### src/rtl/riscv_pkg.sv
// rtl/riscv_pkg.sv - shared types and encodings for the pipeline hazard controller
package riscv_pkg;

  typedef enum logic [1:0] {
    IDLE = 2'd0,
    BUSY = 2'd1,
    DONE = 2'd2
  } mc_state_t;

  localparam logic [1:0] FWD_REG = 2'b00;
  localparam logic [1:0] FWD_WB  = 2'b01;
  localparam logic [1:0] FWD_MEM = 2'b10;

  localparam int CNT_W = 16;

  // MEM wins over WB because it carries the younger result.
  function automatic logic [1:0] fwd_sel(
    input logic [4:0] rs,
    input logic [4:0] rd_m,
    input logic       we_m,
    input logic [4:0] rd_w,
    input logic       we_w
  );
    if (we_m && (rd_m != 5'd0) && (rd_m == rs))
      return FWD_MEM;
    else if (we_w && (rd_w != 5'd0) && (rd_w == rs))
      return FWD_WB;
    else
      return FWD_REG;
  endfunction

endpackage

### src/rtl/sat_counter16.sv
// rtl/sat_counter16.sv - saturating event counter with synchronous clear
import riscv_pkg::*;

module sat_counter16 (
  input  logic             clk,
  input  logic             rst,
  input  logic             clr,
  input  logic             inc,
  output logic [CNT_W-1:0] count
);

  always_ff @(posedge clk or negedge rst) begin
    if (!rst)
      count <= '0;
    else if (clr)
      count <= '0;
    else if (inc && (count != {CNT_W{1'b1}}))
      count <= count + 1'b1;
  end

endmodule

### src/rtl/hazard_ctrl.sv
// rtl/hazard_ctrl.sv - stall/flush/forwarding control with multi-cycle EX sequencing
import riscv_pkg::*;

module hazard_ctrl (
  input  logic             clk,
  input  logic             rst,
  input  logic [4:0]       rs1_D,
  input  logic [4:0]       rs2_D,
  input  logic [4:0]       rs1_E,
  input  logic [4:0]       rs2_E,
  input  logic [4:0]       rd_E,
  input  logic             mem_read_E,
  input  logic [4:0]       rd_M,
  input  logic [4:0]       rd_W,
  input  logic             reg_write_M,
  input  logic             reg_write_W,
  input  logic             pc_redirect_E,
  input  logic             mc_start_E,
  input  logic [5:0]       mc_cycles,
  input  logic             clr_cnt,
  output logic             stall_F,
  output logic             stall_D,
  output logic             stall_E,
  output logic             flush_D,
  output logic             flush_E,
  output logic [1:0]       fwdA_E,
  output logic [1:0]       fwdB_E,
  output logic             mc_busy,
  output logic             mc_done,
  output logic [CNT_W-1:0] stall_cnt,
  output logic [CNT_W-1:0] flush_cnt
);

  mc_state_t  state, state_nxt;
  logic [5:0] cnt, cnt_nxt;
  logic       mc_stall;
  logic       load_use;

  always_ff @(posedge clk or negedge rst) begin
    if (!rst) begin
      state <= IDLE;
      cnt   <= '0;
    end else begin
      state <= state_nxt;
      cnt   <= cnt_nxt;
    end
  end

  // The IDLE cycle that launches an op already stalls, so BUSY covers mc_cycles-2 more.
  always_comb begin
    state_nxt = state;
    cnt_nxt   = cnt;
    mc_stall  = 1'b0;
    mc_busy   = 1'b0;
    mc_done   = 1'b0;
    case (state)
      IDLE: begin
        if (mc_start_E && !pc_redirect_E) begin
          if (mc_cycles >= 6'd2) begin
            mc_stall = 1'b1;
            if (mc_cycles == 6'd2) begin
              state_nxt = DONE;
            end else begin
              state_nxt = BUSY;
              cnt_nxt   = mc_cycles - 6'd2;
            end
          end else begin
            mc_done = 1'b1;
          end
        end
      end
      BUSY: begin
        mc_stall = 1'b1;
        mc_busy  = 1'b1;
        if (cnt == 6'd1) begin
          state_nxt = DONE;
          cnt_nxt   = '0;
        end else begin
          cnt_nxt = cnt - 6'd1;
        end
      end
      DONE: begin
        mc_done   = 1'b1;
        state_nxt = IDLE;
      end
      default: state_nxt = IDLE;
    endcase
    if (!rst) begin
      mc_stall = 1'b0;
      mc_busy  = 1'b0;
      mc_done  = 1'b0;
    end
  end

  // Load-use only applies when no multi-cycle op owns EX.
  assign load_use = mem_read_E && (rd_E != 5'd0) && (state == IDLE) &&
                    ((rd_E == rs1_D) || (rd_E == rs2_D));

  always_comb begin
    stall_F = 1'b0;
    stall_D = 1'b0;
    stall_E = 1'b0;
    flush_D = 1'b0;
    flush_E = 1'b0;
    if (pc_redirect_E) begin
      flush_D = 1'b1;
      flush_E = 1'b1;
    end else if (mc_stall) begin
      stall_F = 1'b1;
      stall_D = 1'b1;
      stall_E = 1'b1;
    end else if (load_use) begin
      stall_F = 1'b1;
      stall_D = 1'b1;
      flush_E = 1'b1;
    end
  end

  assign fwdA_E = fwd_sel(rs1_E, rd_M, reg_write_M, rd_W, reg_write_W);
  assign fwdB_E = fwd_sel(rs2_E, rd_M, reg_write_M, rd_W, reg_write_W);

  sat_counter16 u_stall_cnt (
    .clk   (clk),
    .rst   (rst),
    .clr   (clr_cnt),
    .inc   (stall_F),
    .count (stall_cnt)
  );

  sat_counter16 u_flush_cnt (
    .clk   (clk),
    .rst   (rst),
    .clr   (clr_cnt),
    .inc   (pc_redirect_E),
    .count (flush_cnt)
  );

endmodule

### config.mk
export PLATFORM = sky130hd
export DESIGN_NAME = hazard_ctrl
export DESIGN_NICKNAME = d
export VERILOG_FILES = /design/src/rtl/riscv_pkg.sv /design/src/rtl/sat_counter16.sv /design/src/rtl/hazard_ctrl.sv
export SDC_FILE = /design/constraint.sdc
export NUM_CORES = 1
export LEC_CHECK = 0
export ABC_AREA = 1
export BUFFER_PORTS_ARGS = -buffer_cell sky130_fd_sc_hd__buf_2
export CAP_MARGIN = 5
export CORE_ASPECT_RATIO = 0.7
export CORE_MARGIN = 2
export CORE_UTILIZATION = 54
export CTS_BUF_LIST = sky130_fd_sc_hd__clkbuf_8
export DETAILED_ROUTE_END_ITERATION = 10
export GPL_ROUTABILITY_DRIVEN = 0
export PLACE_DENSITY = 0.83
export SYNTH_ARGS = -nofsm -noshare
export SYNTH_HDL_FRONTEND = slang
export SYNTH_SLANG_ARGS = --single-unit
### constraint.sdc
create_clock -name clk -period 1.95 [get_ports clk]
set_input_delay 0.195 -clock clk [delete_from_list [all_inputs] [get_ports clk]]
set_output_delay 0.195 -clock clk [all_outputs]
set_load 0.005 [all_outputs]
==> results of run 1 <==
report_power, final:
part           switching [mW]  leakage, nW  internal (mW)
Sequential             0.0839        0.542          0.926
Combinational           0.564         1.51          0.339
Clock                   0.288       0.0593          0.375
Total                   0.935         2.11           1.64
area by class of cell:
| type | instances | share of cell area [%] |
|---|---|---|
| Multi-Input combinational cell | 326 | 47.5 |
| Tap cell | 72 | 2.40 |
| Clock inverter | 3 | 1.04 |
| Timing Repair Buffer | 97 | 13.7 |
| Sequential cell | 40 | 26.7 |
| Clock buffer | 5 | 1.84 |
| Inverter | 68 | 6.81 |
logic make-up after synthesis:
family                   synth area share [%]
AO/OA/AOI/OAI                            6.45
buffers and inverters                    10.4
adder cells (fa/ha/maj)                  2.03
AND/OR/NAND/NOR                          35.6
XOR/XNOR                                 13.1
flip-flops                               32.4
cells in the final DEF, fill, tap and decap left out, types with 9 or more instances in the layout:
master,n
buf_2,91
dfrtp_1,40
inv_1,61
nand2_1,92
nand3_1,46
nand4_1,28
nor2_1,49
nor3_1,13
o21ai_0,9
o21ai_1,11
xnor2_1,18
xor2_1,28
critical path, stage by stage (launching register included):
cell	delay (ns)
dfrtp_1	0.41
ha_1	0.19
nand3_1	0.16
nor2_2	0.19
nand3_1	0.15
nand2_4	0.17
inv_2	0.09
nand2_1	0.13
o21ai_1	0.08
nand2_1	0.06
nor2_1	0.05
repair_timing:
item,4_1_cts,5_1_grt
setup endpoints to repair,0,10
setup buffers,0,0
gates resized for setup,0,5
Yosys cell counts, types with 5 or more instances:
| library cell | number |
|---|---|
| nor2_1 | 51 |
| inv_2 | 8 |
| nor3_1 | 13 |
| xor2_1 | 28 |
| nand4_1 | 28 |
| xnor2_1 | 18 |
| nand2_1 | 92 |
| o21ai_1 | 10 |
| a21oi_1 | 7 |
| o21ai_0 | 10 |
| nand3_1 | 46 |
| dfrtp_1 | 40 |
| ha_1 | 5 |
| inv_1 | 60 |
flip-flops by register name (all words and copies together) (netlist names):
signal             count
state                  2
u_stall_cnt.count     16
cnt                    6
u_flush_cnt.count     16
path summary, 6_finish.rpt:
check / startpoint / to / slack (ns) / depth (start not counted)
max: u_flush_cnt.count[0]$_DFFE_PN0P_ / u_flush_cnt.count[10]$_DFFE_PN0P_ / 0.18 / 10
min: rst / u_flush_cnt.count[7]$_DFFE_PN0P_ / 0.04 / 2
max reg2reg: u_flush_cnt.count[0]$_DFFE_PN0P_ / u_flush_cnt.count[10]$_DFFE_PN0P_ / 0.18 / 10
min reg2reg: u_flush_cnt.count[7]$_DFFE_PN0P_ / u_flush_cnt.count[7]$_DFFE_PN0P_ / 0.53 / 1
max in group asynchronous: rst / cnt[1]$_DFFE_PN0P_ / 1.57 / 2
min in group clk: clr_cnt / u_flush_cnt.count[0]$_DFFE_PN0P_ / 0.13 / 2
metrics by stage:
step	total power [mW]	cells	setup TNS (ns)
floorplan	1.64	446	0
global placement	1.87	603	0
detailed placement	1.90	603	0
CTS	2.56	611	0
global route	2.74	611	-0.000218
finish	2.57	611	0
routing by layer:
metal,track usage [%],part of all wire (%),vias up
met5,0,0,-
met3,5.36,8.9,17
li1,-,-,1623
met1,40.1,46,1487
met4,6.70,1.3,0
met2,41.3,43,156
==> run_results.csv, run 1 <==
group,metric,value,unit
layout,nFillCells,449,
setup_path,crit_path_end_kind,"register",
yosys,synth_top_area_share,32.4,%
sta,fin_worst_skew,0.00666,ns
cts,cts_sinks,40,
cts,cts_tree,"built",
yosys,synthArstFlopShare,100,%
drt,drt-total-wl,8.27,mm
setup_path,worst-setup-path-type,"reg -> reg",
setup_path,required,2.13,ns
placement,port_buffers,91,
cts,clockBufferDepth,2,
drt,routed_via_density,5.37,
sta,fmax,564,MHz
status,status,"completed",
yosys,synthCells,446,
yosys,synth_edf_count,0,
cts,cts.htree.levels,2,
setup_path,cp.arrival,1.96,ns
drt,wire_per_inst,13.5,um
grt,track_usage,27.2,%
layout,drive_above_1_share,22.6,%
layout,n_antenna_cell,0,
floorplanning,io_pins,92,
layout,multiInputGateArea,1780,um2
floorplanning,num_rows,22,
power,powerDensity,687,nW/um2
layout,final_area,3750,um2
drt,drc,0,
yosys,synth_warnings,0,
drt,ant_nets,0,
floorplanning,start_util,57.5,%
yosys,synth_area_leaders,"dfrtp_1, nand2_1, xor2_1",
sta,final.hold.worst_slack,0.0361,ns
cts,cts_root_buffer,"clkbuf_8",
sta,finalWorstSetupSlack,0.175,ns
grt,gr-total-overflow,0,
drt,drt_first_pass_iters,5,
placement,dpl.hpwl,6.38,mm
floorplanning,dieArea,6340,um2
job,max-cap-violations,0,
layout,final-seq-area,1000,um2
yosys,synth-main-ff-cell,"dfrtp_1",
sta,maxSlewHeadroom,54.6,%
power,p_leak,2.11,nW
yosys,synth_area,3090,um2
setup_path,startpoint_type,"register",
sta,tightest_slew,0.679,ns
yosys,yosysUniqueCellTypes,32,
yosys,ys_ff_latch,40,
floorplanning,fp.dieW,94.3,um
floorplanning,core_area,5370,um2
setup_path,path_max_fanout,10,
grt,grt_max_degree,41,
placement,post-place-ws,0.165,ns
grt,grt_pass1_wl,13.7,mm
power,vdd_drop_max,0.404,mV
yosys,avgSynthCellArea,6.92,um2
cts,postCtsHoldBufs,0,
floorplanning,die_height,67.2,um
sta,min_period,1.77,ns
cts,clk-insertion-delay-late,0.29,ns
sta,setup_viol,0,
grt,grt_pass1_vias,2938,
yosys,postSynthNetCount,500,
cts,clk_pin_slew,0.08,ns
yosys,synth_largest_area_cell,"dfrtp_1",
sta,maxSlewViolCount,0,
sta,post-route-period-util,91.0,%
cts,numCtsBuffers,5,
grt,antenna_found_initial,0,
yosys,synth-seq-area-share,32.4,%
placement,place_area,3620,um2
drt,drt-initial-drc-count,278,
layout,area_delta_synth_final,21.4,%
hold_path,holdCritPathClass,"in -> async",
layout,nets,592,
sta,finalHoldViolCount,0,
drt,vias,3283,
layout,fin_util,69.8,%
(Power assumes the default switching activity.)
==> inputs of run 2 (changes only) <==
MAX_ROUTING_LAYER = met4   (was not set)
PLACE_DENSITY = 0.87   (was 0.83)
==> run_results.csv, run 2 (synthesis results as in run 1) <==
group,metric,value,unit
drt,ant_nets,0,
layout,top_regs,"u_flush_cnt.count (16), u_stall_cnt.count (16), cnt (6)",
placement,dpl.hpwl,6.21,mm
floorplanning,dieArea,6340,um2
cts,cts.htree.levels,2,
layout,final_area,3720,um2
cts,cts_tree,"built",
placement,dp.cells,603,
sta,rsz0062_at_grt,"no",
layout,final_common_cell,"nand2_1",
hold_path,holdCritPathClass,"in -> async",
layout,nets,592,
layout,layout_common_cells,"nand2_1, buf_2, inv_1",
sta,tightest_slew,0.699,ns
cts,clockBufferDepth,2,
grt,track_usage,27.0,%
power,total_power,2.47,mW
power,vdd_drop_max,0.450,mV
drt,drt-initial-drc-count,221,
power,powerDensity,662,nW/um2
setup_path,cp.arrival,1.61,ns
setup_path,path_max_fanout,19,
layout,n_antenna_cell,0,
grt,grt_max_degree,41,
floorplanning,die_height,67.2,um
setup_path,worst-setup-path-type,"reg -> out",
sta,maxSlewHeadroom,53.2,%
floorplanning,io_pins,92,
layout,drive_above_1_share,22.6,%
sta,maxSlewViolCount,0,
layout,final_cell_count_no_fill,611,
drt,routed_via_density,5.32,
sta,finalHoldViolCount,0,
grt,antenna_found_initial,0,
drt,drc,0,
sta,fmax,555,MHz
power,p_leak,2.10,nW
sta,final.hold.worst_slack,0.0596,ns
job,max-cap-violations,0,
cts,cts_root_buffer,"clkbuf_8",
cts,clk_pin_slew,0.08,ns
drt,vias,3252,
cts,cts_sinks,40,
grt,grt_pass1_vias,2889,
status,status,"completed",
setup_path,startpoint_type,"register",
cts,clk-insertion-delay-late,0.29,ns
sta,fin_tns_setup,0,ns
sta,finalWorstSetupSlack,0.147,ns
grt,grt_pass1_wl,13.2,mm
floorplanning,fp.dieW,94.3,um
sta,fin_worst_skew,0.00294,ns
drt,wire_per_inst,13.1,um
sta,setup_viol,0,
cts,numCtsBuffers,5,
cts,postCtsHoldBufs,0,
layout,fin_util,69.4,%
floorplanning,core_area,5370,um2
setup_path,required,1.75,ns
floorplanning,start_util,57.5,%
floorplanning,num_rows,22,
placement,post-place-ws,0.171,ns
sta,min_period,1.80,ns
grt,gr-total-overflow,0,
layout,area_delta_synth_final,20.7,%
cts,postCtsSetupBuffers,0,
placement,port_buffers,91,
sta,post-route-period-util,92.4,%
placement,place_area,3620,um2
setup_path,crit_path_end_kind,"output pin",
drt,drt-total-wl,8.03,mm
drt,drt_first_pass_iters,5,
run 2: worst max-delay path, stage by stage, from the launching register on:
cell and delay (ns):
dfrtp_1 0.41, nor2_1 0.16, nand3_1 0.09, inv_1 0.07, nand3_1 0.09, nand2_2 0.31, buf_2 0.19
run 2: final cells by class:
type                            instances  area, um2
Clock buffer                            6       82.6
Clock inverter                          2       10.0
Fill cell                             444       1640
Inverter                               68        255
Multi-Input combinational cell        326       1770
Sequential cell                        40       1000
Tap cell                               72       90.1
Timing Repair Buffer                   97        513
run 2: report_power, final:
group          switching (mW)  internal (mW)  total (mW)
clock                   0.292          0.283       0.575
sequential             0.0838          0.925        1.01
combinational           0.547          0.335       0.882
run 2: worst paths after layout:
kind,from,to,slack (ns),depth (start not counted)
worst max-delay path,state[0]$_DFFE_PN0P_,stall_F,0.15,6
worst min-delay path,rst,cnt[3]$_DFFE_PN0P_,0.06,2
worst max register to register,u_flush_cnt.count[0]$_DFFE_PN0P_,u_flush_cnt.count[5]$_DFFE_PN0P_,0.23,10
worst min register to register,u_flush_cnt.count[7]$_DFFE_PN0P_,u_flush_cnt.count[7]$_DFFE_PN0P_,0.54,1
max in group asynchronous,rst,u_stall_cnt.count[12]$_DFFE_PN0P_,1.54,2
min in group clk,clr_cnt,u_flush_cnt.count[0]$_DFFE_PN0P_,0.12,2
run 2: layer usage:
layer,up-vias,track usage (%),wire length [um]
li1,1634,-,-
met1,1499,39.4,3870
met2,117,40.9,3570
met3,2,4.91,586
met4,0,2.72,13
met5,-,-,0
run 2: timing repair:
| item | in CTS | in global routing |
|---|---|---|
| gates resized for setup | 0 | 4 |
| endpoints found under the setup margin | 0 | 4 |
| hold endpoints to repair | 0 | 0 |
